`config.mk`:
```
export PLATFORM = sky130hd
export DESIGN_NAME = alu
export DESIGN_NICKNAME = d
export VERILOG_FILES = /design/src/rtl/alu_pkg.sv /design/src/rtl/alu_shifter.sv /design/src/rtl/alu.sv
export SDC_FILE = /design/constraint.sdc
export NUM_CORES = 1
export LEC_CHECK = 0
export CAP_MARGIN = 20
export CORE_UTILIZATION = 57
export DETAILED_ROUTE_END_ITERATION = 8
export DONT_BUFFER_PORTS = 1
export PLACE_DENSITY = 0.82
export SLEW_MARGIN = 20
export SYNTH_ARGS = -nofsm -noshare
export SYNTH_HDL_FRONTEND = slang
export SYNTH_SLANG_ARGS = --single-unit
```
`constraint.sdc`:
```
create_clock -name clk -period 4.75 [get_ports clk]
set_input_delay 0.475 -clock clk [delete_from_list [all_inputs] [get_ports clk]]
set_output_delay 0.475 -clock clk [all_outputs]
set_load 0.005 [all_outputs]
```
`src/rtl/alu_pkg.sv`:
```
// Shared opcode and width definitions for the MIPS execute-stage ALU.
// Imported by the ALU top level, its shifter and any ALU-control decode logic.
package alu_pkg;

   localparam int DATA_W  = 32;
   localparam int SHAMT_W = 5;
   localparam int OP_W    = 4;

   localparam logic [OP_W-1:0] ALU_NOP  = 4'd0;
   localparam logic [OP_W-1:0] ALU_ADD  = 4'd1;
   localparam logic [OP_W-1:0] ALU_SUB  = 4'd2;
   localparam logic [OP_W-1:0] ALU_SLL  = 4'd3;
   localparam logic [OP_W-1:0] ALU_SRL  = 4'd4;
   localparam logic [OP_W-1:0] ALU_AND  = 4'd5;
   localparam logic [OP_W-1:0] ALU_OR   = 4'd6;
   localparam logic [OP_W-1:0] ALU_NOR  = 4'd7;
   localparam logic [OP_W-1:0] ALU_SLTU = 4'd8;
   localparam logic [OP_W-1:0] ALU_SLT  = 4'd9;
   localparam logic [OP_W-1:0] ALU_SRA  = 4'd10;

endpackage

```
`src/rtl/alu_shifter.sv`:
```
// Combinational barrel shifter shared by SLL, SRL and (with ALU_SRA_EN) SRA.
// Without ALU_SRA_EN the arithmetic select port and its sign-fill path do not exist.
module alu_shifter
   import alu_pkg::*;
(
   input  logic [DATA_W-1:0]  data_i,
   input  logic [SHAMT_W-1:0] shamt_i,
   input  logic               right_i,
`ifdef ALU_SRA_EN
   input  logic               arith_i,
`endif
   output logic [DATA_W-1:0]  data_o
);

   logic [DATA_W-1:0] right_d;

`ifdef ALU_SRA_EN
   logic [2*DATA_W-1:0] ext_d;

   // Prepend a fill word so one logical shift covers both SRL and SRA.
   always_comb begin
      ext_d   = {{DATA_W{arith_i & data_i[DATA_W-1]}}, data_i} >> shamt_i;
      right_d = ext_d[DATA_W-1:0];
   end
`else
   always_comb begin
      right_d = data_i >> shamt_i;
   end
`endif

   always_comb begin
      data_o = right_i ? right_d : (data_i << shamt_i);
   end

endmodule

```
`src/rtl/alu.sv`:
```
// Registered 32-bit MIPS ALU: op mux, comparators and output registers, one-cycle latency.
// Build option: define ALU_SRA_EN to enable opcode 10 as arithmetic right shift.
module alu
   import alu_pkg::*;
(
   input  logic               clk,
   input  logic               rst,
   input  logic [DATA_W-1:0]  InputData1,
   input  logic [DATA_W-1:0]  InputData2,
   input  logic [SHAMT_W-1:0] shamt,
   input  logic [OP_W-1:0]    ALU_Control,
   output logic [DATA_W-1:0]  ALU_Result,
   output logic               Zero
);

   logic [DATA_W-1:0] shift_d;
   logic [DATA_W-1:0] result_d, result_q;
   logic              zero_d, zero_q;
   logic              shift_right_d;

`ifdef ALU_SRA_EN
   assign shift_right_d = (ALU_Control == ALU_SRL) || (ALU_Control == ALU_SRA);
`else
   assign shift_right_d = (ALU_Control == ALU_SRL);
`endif

   alu_shifter u_shifter (
      .data_i  (InputData2),
      .shamt_i (shamt),
      .right_i (shift_right_d),
`ifdef ALU_SRA_EN
      .arith_i (ALU_Control == ALU_SRA),
`endif
      .data_o  (shift_d)
   );

   // NOTE: default first so every opcode path assigns result_d and no latch is inferred.
   always_comb begin
      result_d = '0;
      unique case (ALU_Control)
         ALU_ADD:  result_d = InputData1 + InputData2;
         ALU_SUB:  result_d = InputData1 - InputData2;
         ALU_SLL:  result_d = shift_d;
         ALU_SRL:  result_d = shift_d;
         ALU_AND:  result_d = InputData1 & InputData2;
         ALU_OR:   result_d = InputData1 | InputData2;
         ALU_NOR:  result_d = ~(InputData1 | InputData2);
         ALU_SLTU: result_d = {{(DATA_W-1){1'b0}}, (InputData1 < InputData2)};
         ALU_SLT:  result_d = {{(DATA_W-1){1'b0}}, ($signed(InputData1) < $signed(InputData2))};
`ifdef ALU_SRA_EN
         ALU_SRA:  result_d = shift_d;
`endif
         default:  result_d = '0;
      endcase
      zero_d = (result_d == '0);
   end

   // NOTE: non-blocking assignments for registered state; reset wins over any op.
   always_ff @(posedge clk) begin
      if (rst) begin
         result_q <= '0;
         zero_q   <= 1'b1;
      end else begin
         result_q <= result_d;
         zero_q   <= zero_d;
      end
   end

   assign ALU_Result = result_q;
   assign Zero       = zero_q;

endmodule

```
; Word level (Yosys, flattened, before mapping)
; Index checks and enable logic that the tools add are counted.
[word_totals]
word_cells = 24
out_inout_bits = 33
ff_bits = 33
in_bits = 75
[op_classes]
n_reduce_logical = 2
add_sub_neg = 2
n_eq_ne = 9
n_mux = 2
order_cmp = 2
bitwise = 3
n_shift = 2
[ops]
columns = operator, count
row1 = case mux 32 bit (8 select lines), 1
row2 = less-than comparator 32 bit, 2
row3 = adder 32 bit, 1
row4 = bitwise AND 32 bit, 1
row5 = zero test 32 bit, 1
row6 = 2-to-1 mux 32 bit, 1
row7 = inverter 32 bit, 1
row8 = OR 32 bit, 1
row9 = left shift 32 x 5 -> 32 bit, 1
row10 = right shift 32 x 5 -> 32 bit, 1
row11 = subtractor 32 bit, 1
row12 = equality test 4 x 3 -> 1 bit (second input constant), 4
row13 = equality test 4 x 2 -> 1 bit (second input constant), 2
row14 = equality test 4 bit (second input constant), 2
row15 = equality test 4 x 1 -> 1 bit (second input constant), 1
row16 = OR reduction 2 bit, 1

; Logic depth before layout (Yosys ltp)
; Gate-level depths: netlist (run 1).
[logic_depth]
ltp_word = 4
ltp_mapped = 16
ltp_nobuf = 15

; Modules after synthesis
; Synthesis (run 1) repeated with hierarchy kept, for this count alone.
[unflattened]
cells_unflattened = 1497
area_unflattened_um2 = 10914.2
[modules_own_cells]
columns = mod, instances, cells_per_inst, area_each_um2, seq_area_each_um2
row1 = alu, 1, 1000, 7124.3, 660.6
row2 = alu_shifter, 1, 497, 3789.9, 0.0

; Worst setup path before layout (run 1)
; OpenSTA, ideal clock, no wires.
[synth_timing]
kind = in2reg
from = in InputData2[13]
to = reg zero_q, in the netlist Zero
setup_slack_ns = 0.690
setup_time_ns = 0.059
arrival_ns = 4.001
stages = 15
t_required_ns = 4.691
path_buffers = 2
path_cell_list = clkbuf_1 -> inv_1 -> ha_1 -> buf_6 -> or4_4 -> or4_1 -> o21ai_1 -> a31o_2 -> nor2_2 -> a221o_1 -> a221oi_2 -> nand4_1 -> or4_1 -> nor4_1 -> a31o_1
[synth_between]
elab_chain_cells = 4
elab_cells_between_ends = 12
cone_classes = 2 x add/sub / 2 x order compare / 2 x shift / 2 x mux / 3 x bitwise / 1 x reduce/logical
[synth_lines]
columns = item, line_no
row1 = "start, declared", alu.sv:9  ; input logic [DATA_W-1:0] InputData2,
row2 = branches (longest 2 deep; another with subtractor 32 bit), -
row3 = case mux 32 bit (8 select lines) *, alu.sv:40  ; unique case (ALU_Control)
row4 = zero test 32 bit *, alu.sv:55  ; zero_d = (result_d == '0);
row5 = "end signal, assigned", alu.sv:65  ; zero_q <= zero_d;
row6 = "end, declared", alu.sv:18  ; logic zero_d, zero_q;
; Every way passes the cells marked *.
; A chain may end at the register's enable or synchronous reset.

; Worst setup path in the final report (run 1)
[layout_timing]
from = in InputData2[11]
to = reg zero_q, in the netlist Zero
; Same word-level chain as after synthesis.

==> results of run 1 <==
-- cells by family (layout without fill, tap and decap cells) --
family | after synthesis | after routing
adder cells (fa/ha/maj) | 109 | 109
AND/OR/NAND/NOR | 481 | 481
buffers and inverters | 229 | 141
multiplexers | 136 | 136
XOR/XNOR | 42 | 42
AO/OA/AOI/OAI | 508 | 508
flip-flops | 33 | 33
other | 0 | 1
-- registers in the layout, indices dropped and copies added, names as in the netlist --
name / count
ALU_Result: 32
Zero: 1
-- critical path, stage by stage --
cell,delay (ns)
inv_1,0.07
ha_1,0.49
or4_1,0.60
nor3_1,0.49
o21ai_0,0.26
a21oi_1,0.19
o2111ai_1,0.13
o21ai_1,0.12
nor4b_1,0.30
nand4_1,0.13
or4_1,0.57
nor4_1,0.29
a31o_1,0.17
-- layout by cell type (no fill, tap or decap), types with 35 or more instances in the layout --
cell	netlist	routed
nor2_1	148	148
nand3_1	36	36
a21oi_1	97	97
ha_1	107	107
nand2_1	118	118
a22oi_1	35	35
mux4_2	49	49
nor3_1	40	40
xnor2_1	41	41
mux2i_1	55	55
inv_1	93	93
o21ai_0	57	57
-- power breakdown --
part           total (uW)  internal (uW)  switching [uW]
clock                 320            192             128
combinational        1220            466             749
sequential            313            301            12.2
total                1850            960             890
-- cells in the mapped netlist, drive strengths merged (13+ instances only) --
master and n:
a21o 19, a211oi 30, ha 107, a21oi 97, nand2b 16, nor2 149
o211ai 24, and2 20, o22ai 22, clkbuf 73, nand2 118, mux2 32
nand3 36, xnor2 41, nor4 13, nor2b 15, nor3 40, nand4 21
a22oi 35, or3 13, a31oi 21, dfxtp 33, buf 55, o31ai 13
inv 101, mux2i 55, o221ai 14, mux4 49, o21ai 70
-- layer usage --
layer  part of all wire, %  global-route usage (%)
met1                    36                   62.42
met2                    42                   74.82
met3                    15                   17.77
met4                   7.6                   32.71
met5                 0.017                       0
-- through the flow --
step / total power, uW / utilization (%) / instances / hold slack, ns / setup WS, ns
after floorplan: 1217 / - / 1538 / 0.7514 / 0.6902
after global placement: 1459 / 58.23 / 1707 / 0.5495 / 0.5938
after detailed placement: 1468 / 58.23 / 1707 / 0.5509 / 0.5183
after CTS: 1791 / 58.96 / 1715 / 0.2501 / 0.8078
after global routing: 1925 / 58.96 / 1715 / 0.2458 / 0.4919
final: 1849 / 58.97 / 1716 / 0.2541 / 0.6643
-- final timing paths --
path	depth (start not counted)	end	slack, ns	startpoint
worst max-delay path	13	Zero$_SDFF_PP1_	0.66	InputData2[11]
worst min-delay path	1	ALU_Result[3]$_SDFF_PP0_	0.25	rst
-- area by class of cell --
class                           count  area, um^2  area share (%)
Antenna cell                        1       2.502         0.02180
Clock buffer                        5       125.1           1.090
Clock inverter                      3       17.52          0.1526
Inverter                          101       379.1           3.303
Multi-Input combinational cell   1276        9721           84.69
Sequential cell                    33       660.6           5.756
Tap cell                          265       331.6           2.889
Timing Repair Buffer               32       240.2           2.093
==> qor.yml, run 1 <==
synthesis:
  synth_top_area_share_pct: 11.86
  synthFlopType: "dfxtp_1"
  ys.warnings.count: 0
  synthArstFlopShare_pct: 0
  synth_area_leader_cell: "ha_1"
  synth_fp_nets: 1722
  netlist_top_cells_area: "ha_1, mux4_2, dfxtp_1, nor2_1, mux2i_1"
  synth_area_per_cell_um2: 7.338
  synthAdderAreaFrac_pct: 12.22
  yosysSeqAreaShare_pct: 5.854
  synth_top_family_by_area: "compound AO/OA/AOI/OAI gates"
  synth_compound_area_share_pct: 31.98
  muxShareOfSynthArea_pct: 17.85
  synth_edf_count: 0
  synthCells: 1538
  synth-simple-area-share_pct: 20.61
  ys_seq_elements: 33
  synthXorXnorAreaFrac_pct: 3.259
  synth.cell_area_um2: 11290
  synth_cell_types: 87
layout:
  drive_above_1_share_pct: 10.07
  fill_cells: 1889
  final_cell_area_um2: 11480
  final_nets: 1633
  areaGrowthSynthToFinish_pct: 1.697
timing:
  hold_viol: 0
  fmax_mhz: 244.8
  final.setup.tns_ns: 0
  layout_worst_path_cycle_share_pct: 86.02
  maxSlewHeadroom_pct: 14.16
  drv_slew: 0
  rsz0062_at_grt: "no"
  setup_viol: 0
  tightest_slew_ns: 1.270
  period_needed_ns: 4.086
power:
  p_leak_uw: 0.004579
  vdd_drop_max_mv: 0.1490
  power_density_nw_per_um2: 161.1
die:
  die_area_um2: 20370
  io_pins: 108
  die_y_um: 142.7
  core_area_um2: 19460
  rows: 51
  die_w_um: 142.7
  start_util_pct: 57.99
clock_network:
  root_buffer: "clkbuf_16"
  cts_tree: "yes"
  post_cts_buffers: 0
  cts.sinks: 33
  clockBufferDepth: 2
  path_clk_slew_ns: 0.06
  hold_buffers: 0
  cts_made_buffers: 5
  cts_resized: 0
  htree_levels: 2
setup_path:
  worstPathRequired_ns: 4.98
  critPathKind: "in -> reg"
  cp_max_fo: 15
  end_kind: "register"
  crit_arrival_ns: 4.32
  critPathLaunchType: "primary input"
detailed_routing:
  vias: 13230
  totalWireLength_mm: 52.53
  route.detailed.drc: 0
  routedWlPerCell_um: 30.61
  viasPerCell: 7.712
  drt-pass1-iter-count: 8
  ant_nets: 0
  drtIter0Drc: 1961
place:
  gp_congestion: 1.048
  hpwl_mm: 40.17
  place_area_um2: 11330
  io_buffers: 0
global_routing:
  first_global_vias: 12040
  grt_usage_pct: 50.72
  antenna_found_initial: 2
  grt_max_degree: 114
  gr-total-overflow: 0
  grt_pass1_wl_mm: 76.70
flow_run:
  cap_violations: 0
worst_hold_path:
  hold_class: "in -> reg"
run_status:
  outcome: "finished clean"
Power figures use the tool's default switching activity.
==> run 2: changes to the inputs <==
--- a/config.mk
+++ b/config.mk
@@ -7,2 +7,3 @@
 export LEC_CHECK = 0
+export ABC_CLOCK_PERIOD_IN_PS = 5200
 export CAP_MARGIN = 20
==> constraint.sdc (replaced) <==
create_clock -name clk -period 5.2 [get_ports clk]
set_input_delay 0.52 -clock clk [delete_from_list [all_inputs] [get_ports clk]]
set_output_delay 0.52 -clock clk [all_outputs]
set_load 0.1 [all_outputs]
==> run 2 against run 1 <==
Effect of this change:
- the flow now finishes with violations (design-rule violations)
- final area down 0.48%
- clock-buffer cell count up 2
- final cell count down 0.70%
- non-clock buffer count down 11
- global-route usage down 0.90 points
- combinational power down 9.8%
- flip-flop and latch count unchanged
- sequential share of layout area about the same
- via count down 0.14%
- die area unchanged
- critical path depth unchanged
==> qor.yml, run 2 (same netlist as run 1, synthesis figures left out) <==
run_status:
  outcome: "finished, violations left"
  violations: "design-rule violations"
clock_network:
  cts.sinks: 33  # unchanged
  htree_levels: 2  # unchanged
  post_cts_buffers: 0  # unchanged
  cts_tree: "yes"
  clockBufferDepth: 2  # unchanged
  cts_resized: 0  # unchanged
  path_clk_slew_ns: 0.06  # about the same
  root_buffer: "clkbuf_16"
  cts_made_buffers: 5  # unchanged
  hold_buffers: 0  # unchanged
setup_path:
  critPathKind: "in -> reg"
  critPathLaunchType: "primary input"
  cp_slowest_stage_delay_ns: 0.65  # +0.05 ns
  critPathMostFrequentCell: "or4_1"
  crit_family: "simple AND/OR/NAND/NOR gates"
  path_buf_inv: 1  # unchanged
  path_depth: 13  # unchanged
  crit_arrival_ns: 4.33  # about the same
  path_cells: "inv_1 > ha_1 > or4_4 > or4_1 > o21ai_1 > a31o_2 > nor2_2 > a221o_1 > a221oi_2 > nand4_1 > or4_1 > nor4_1 > a31o_1"
  end_kind: "register"
  worstPathRequired_ns: 5.43  # +0.45 ns
  slowest_stage: "or4_4"
  cp_max_fo: 11  # -4
die:
  die_area_um2: 20370  # unchanged
  die_y_um: 142.7  # unchanged
  die_w_um: 142.7  # unchanged
  core_area_um2: 19460  # unchanged
  start_util_pct: 57.99  # unchanged
  rows: 51  # unchanged
  io_pins: 108  # unchanged
detailed_routing:
  drt-pass1-iter-count: 9  # +1
  viasPerCell: 7.755  # +0.56%
  vias: 13220  # -0.14%
  ant_nets: 0  # unchanged
  drtIter0Drc: 2002  # +2.1%
  route.detailed.drc: 3  # +3
  totalWireLength_mm: 52.15  # -0.72%
  routedWlPerCell_um: 30.61  # about the same
global_routing:
  first_global_vias: 11780  # -2.1%
  grt_max_degree: 114  # unchanged
  grt_pass1_wl_mm: 75.50  # -1.6%
  gr-total-overflow: 0  # unchanged
  grt_usage_pct: 49.81  # -0.90 points
  antenna_found_initial: 1  # -1
power:
  p_leak_uw: 0.004541  # -0.83%
  vdd_drop_max_mv: 0.1790  # +20%
  power_density_nw_per_um2: 165.5  # +2.7%
layout:
  finalNonFillerCells: 1704  # -0.70%
  largest_reg_flops: 32  # unchanged
  drive_above_1_share_pct: 9.312  # -0.76 points
  fill_cells: 1840  # -2.6%
  regArea_um2: 660.6  # unchanged
  final_nets: 1622  # -0.67%
  multiInputGateArea_um2: 9721  # unchanged
  final_cell_mix: "nor2_1, nand2_1, ha_1"
  diodes: 0  # -1
  final_util_pct: 58.69  # -0.28 points
  areaGrowthSynthToFinish_pct: 1.208
  layout.cells.most_common: "nor2_1"
timing:
  setup_viol: 0  # unchanged
  fmax_mhz: 243.9
  layout_worst_path_cycle_share_pct: 78.84
  final.setup.tns_ns: 0  # unchanged
  finalWorstSetupSlack_ns: 1.100  # +0.4362 ns
  maxSlewHeadroom_pct: 35.81  # +22 points
  hold_viol: 0  # unchanged
  rsz0062_at_grt: "no"
  drv_slew: 0  # unchanged
  holdWs_ns: 0.2997  # +0.04553 ns
  tightest_slew_ns: 0.9616  # -0.3087 ns
  period_needed_ns: 4.100
worst_hold_path:
  holdPathEnd: "ALU_Result[30]$_SDFF_PP0_"
  hold_class: "in -> reg"
  hold_depth: 1  # unchanged
  holdCritStartpoint: "rst"
place:
  io_buffers: 0  # unchanged
  dp_cells: 1696  # -0.64%
  place_ws_ns: 0.8833  # +0.3650 ns
  gp_congestion: 1.109  # +5.8%
  hpwl_mm: 39.76  # -1.0%
flow_run:
  cap_violations: 0  # unchanged
[run 2: cell types whose count changed in the layout (fill, tap and decap cells not counted)]
| cell | previous run | this run |
|---|---|---|
| buf_4 | 32 | 21 |
| clkbuf_1 | 0 | 1 |
| diode_2 | 1 | 0 |
| bufinv_16 | 0 | 1 |
| clkinv_2 | 2 | 0 |
| clkbuf_8 | 0 | 1 |
| clkinvlp_4 | 1 | 0 |
[run 2: how the worst max path moves through the flow]
stage / end / start
CTS: Zero$_SDFF_PP1_ / InputData2[12]
detailed placement: Zero$_SDFF_PP1_ / InputData2[12]
global route: Zero$_SDFF_PP1_ / InputData2[12]
global placement: Zero$_SDFF_PP1_ / InputData2[12]
finish: Zero$_SDFF_PP1_ / InputData2[12]
floorplan: Zero$_SDFF_PP1_ / InputData2[13]
[run 2: layout make-up]
| type | instances | area share, % |
|---|---|---|
| multi-input combinational | 1276 | 85.10 |
| sequential | 33 | 5.784 |
| inverter | 101 | 3.319 |
| tap | 265 | 2.903 |
| timing repair buffer | 21 | 1.380 |
| clock buffer | 7 | 1.249 |
| clock inverter | 1 | 0.2629 |
[run 2: layer usage]
| metal | GRT usage, % | share of wire [%] | up-vias |
|---|---|---|---|
| li1 | - | - | 5606 |
| met3 | 16.13 | 15 | 218 |
| met5 | 0 | 0.025 | - |
| met4 | 28.81 | 6.8 | 2 |
| met1 | 62.48 | 36 | 6180 |
| met2 | 74.56 | 42 | 1209 |
[run 2: metrics by stage]
| stage | instance area [um^2] | total power [uW] |
|---|---|---|
| after global placement | 11250 | 1484 |
| after global routing | 11420 | 1955 |
| after floorplan | 11290 | 1266 |
| after CTS | 11420 | 1837 |
| final | 11420 | 1891 |
| after detailed placement | 11250 | 1488 |
[run 2: power by group]
part	internal [uW]	total (uW)	switching, uW
registers	275	441	166
logic	419	1100	683
clock network	239	348	109
total	933	1890	958
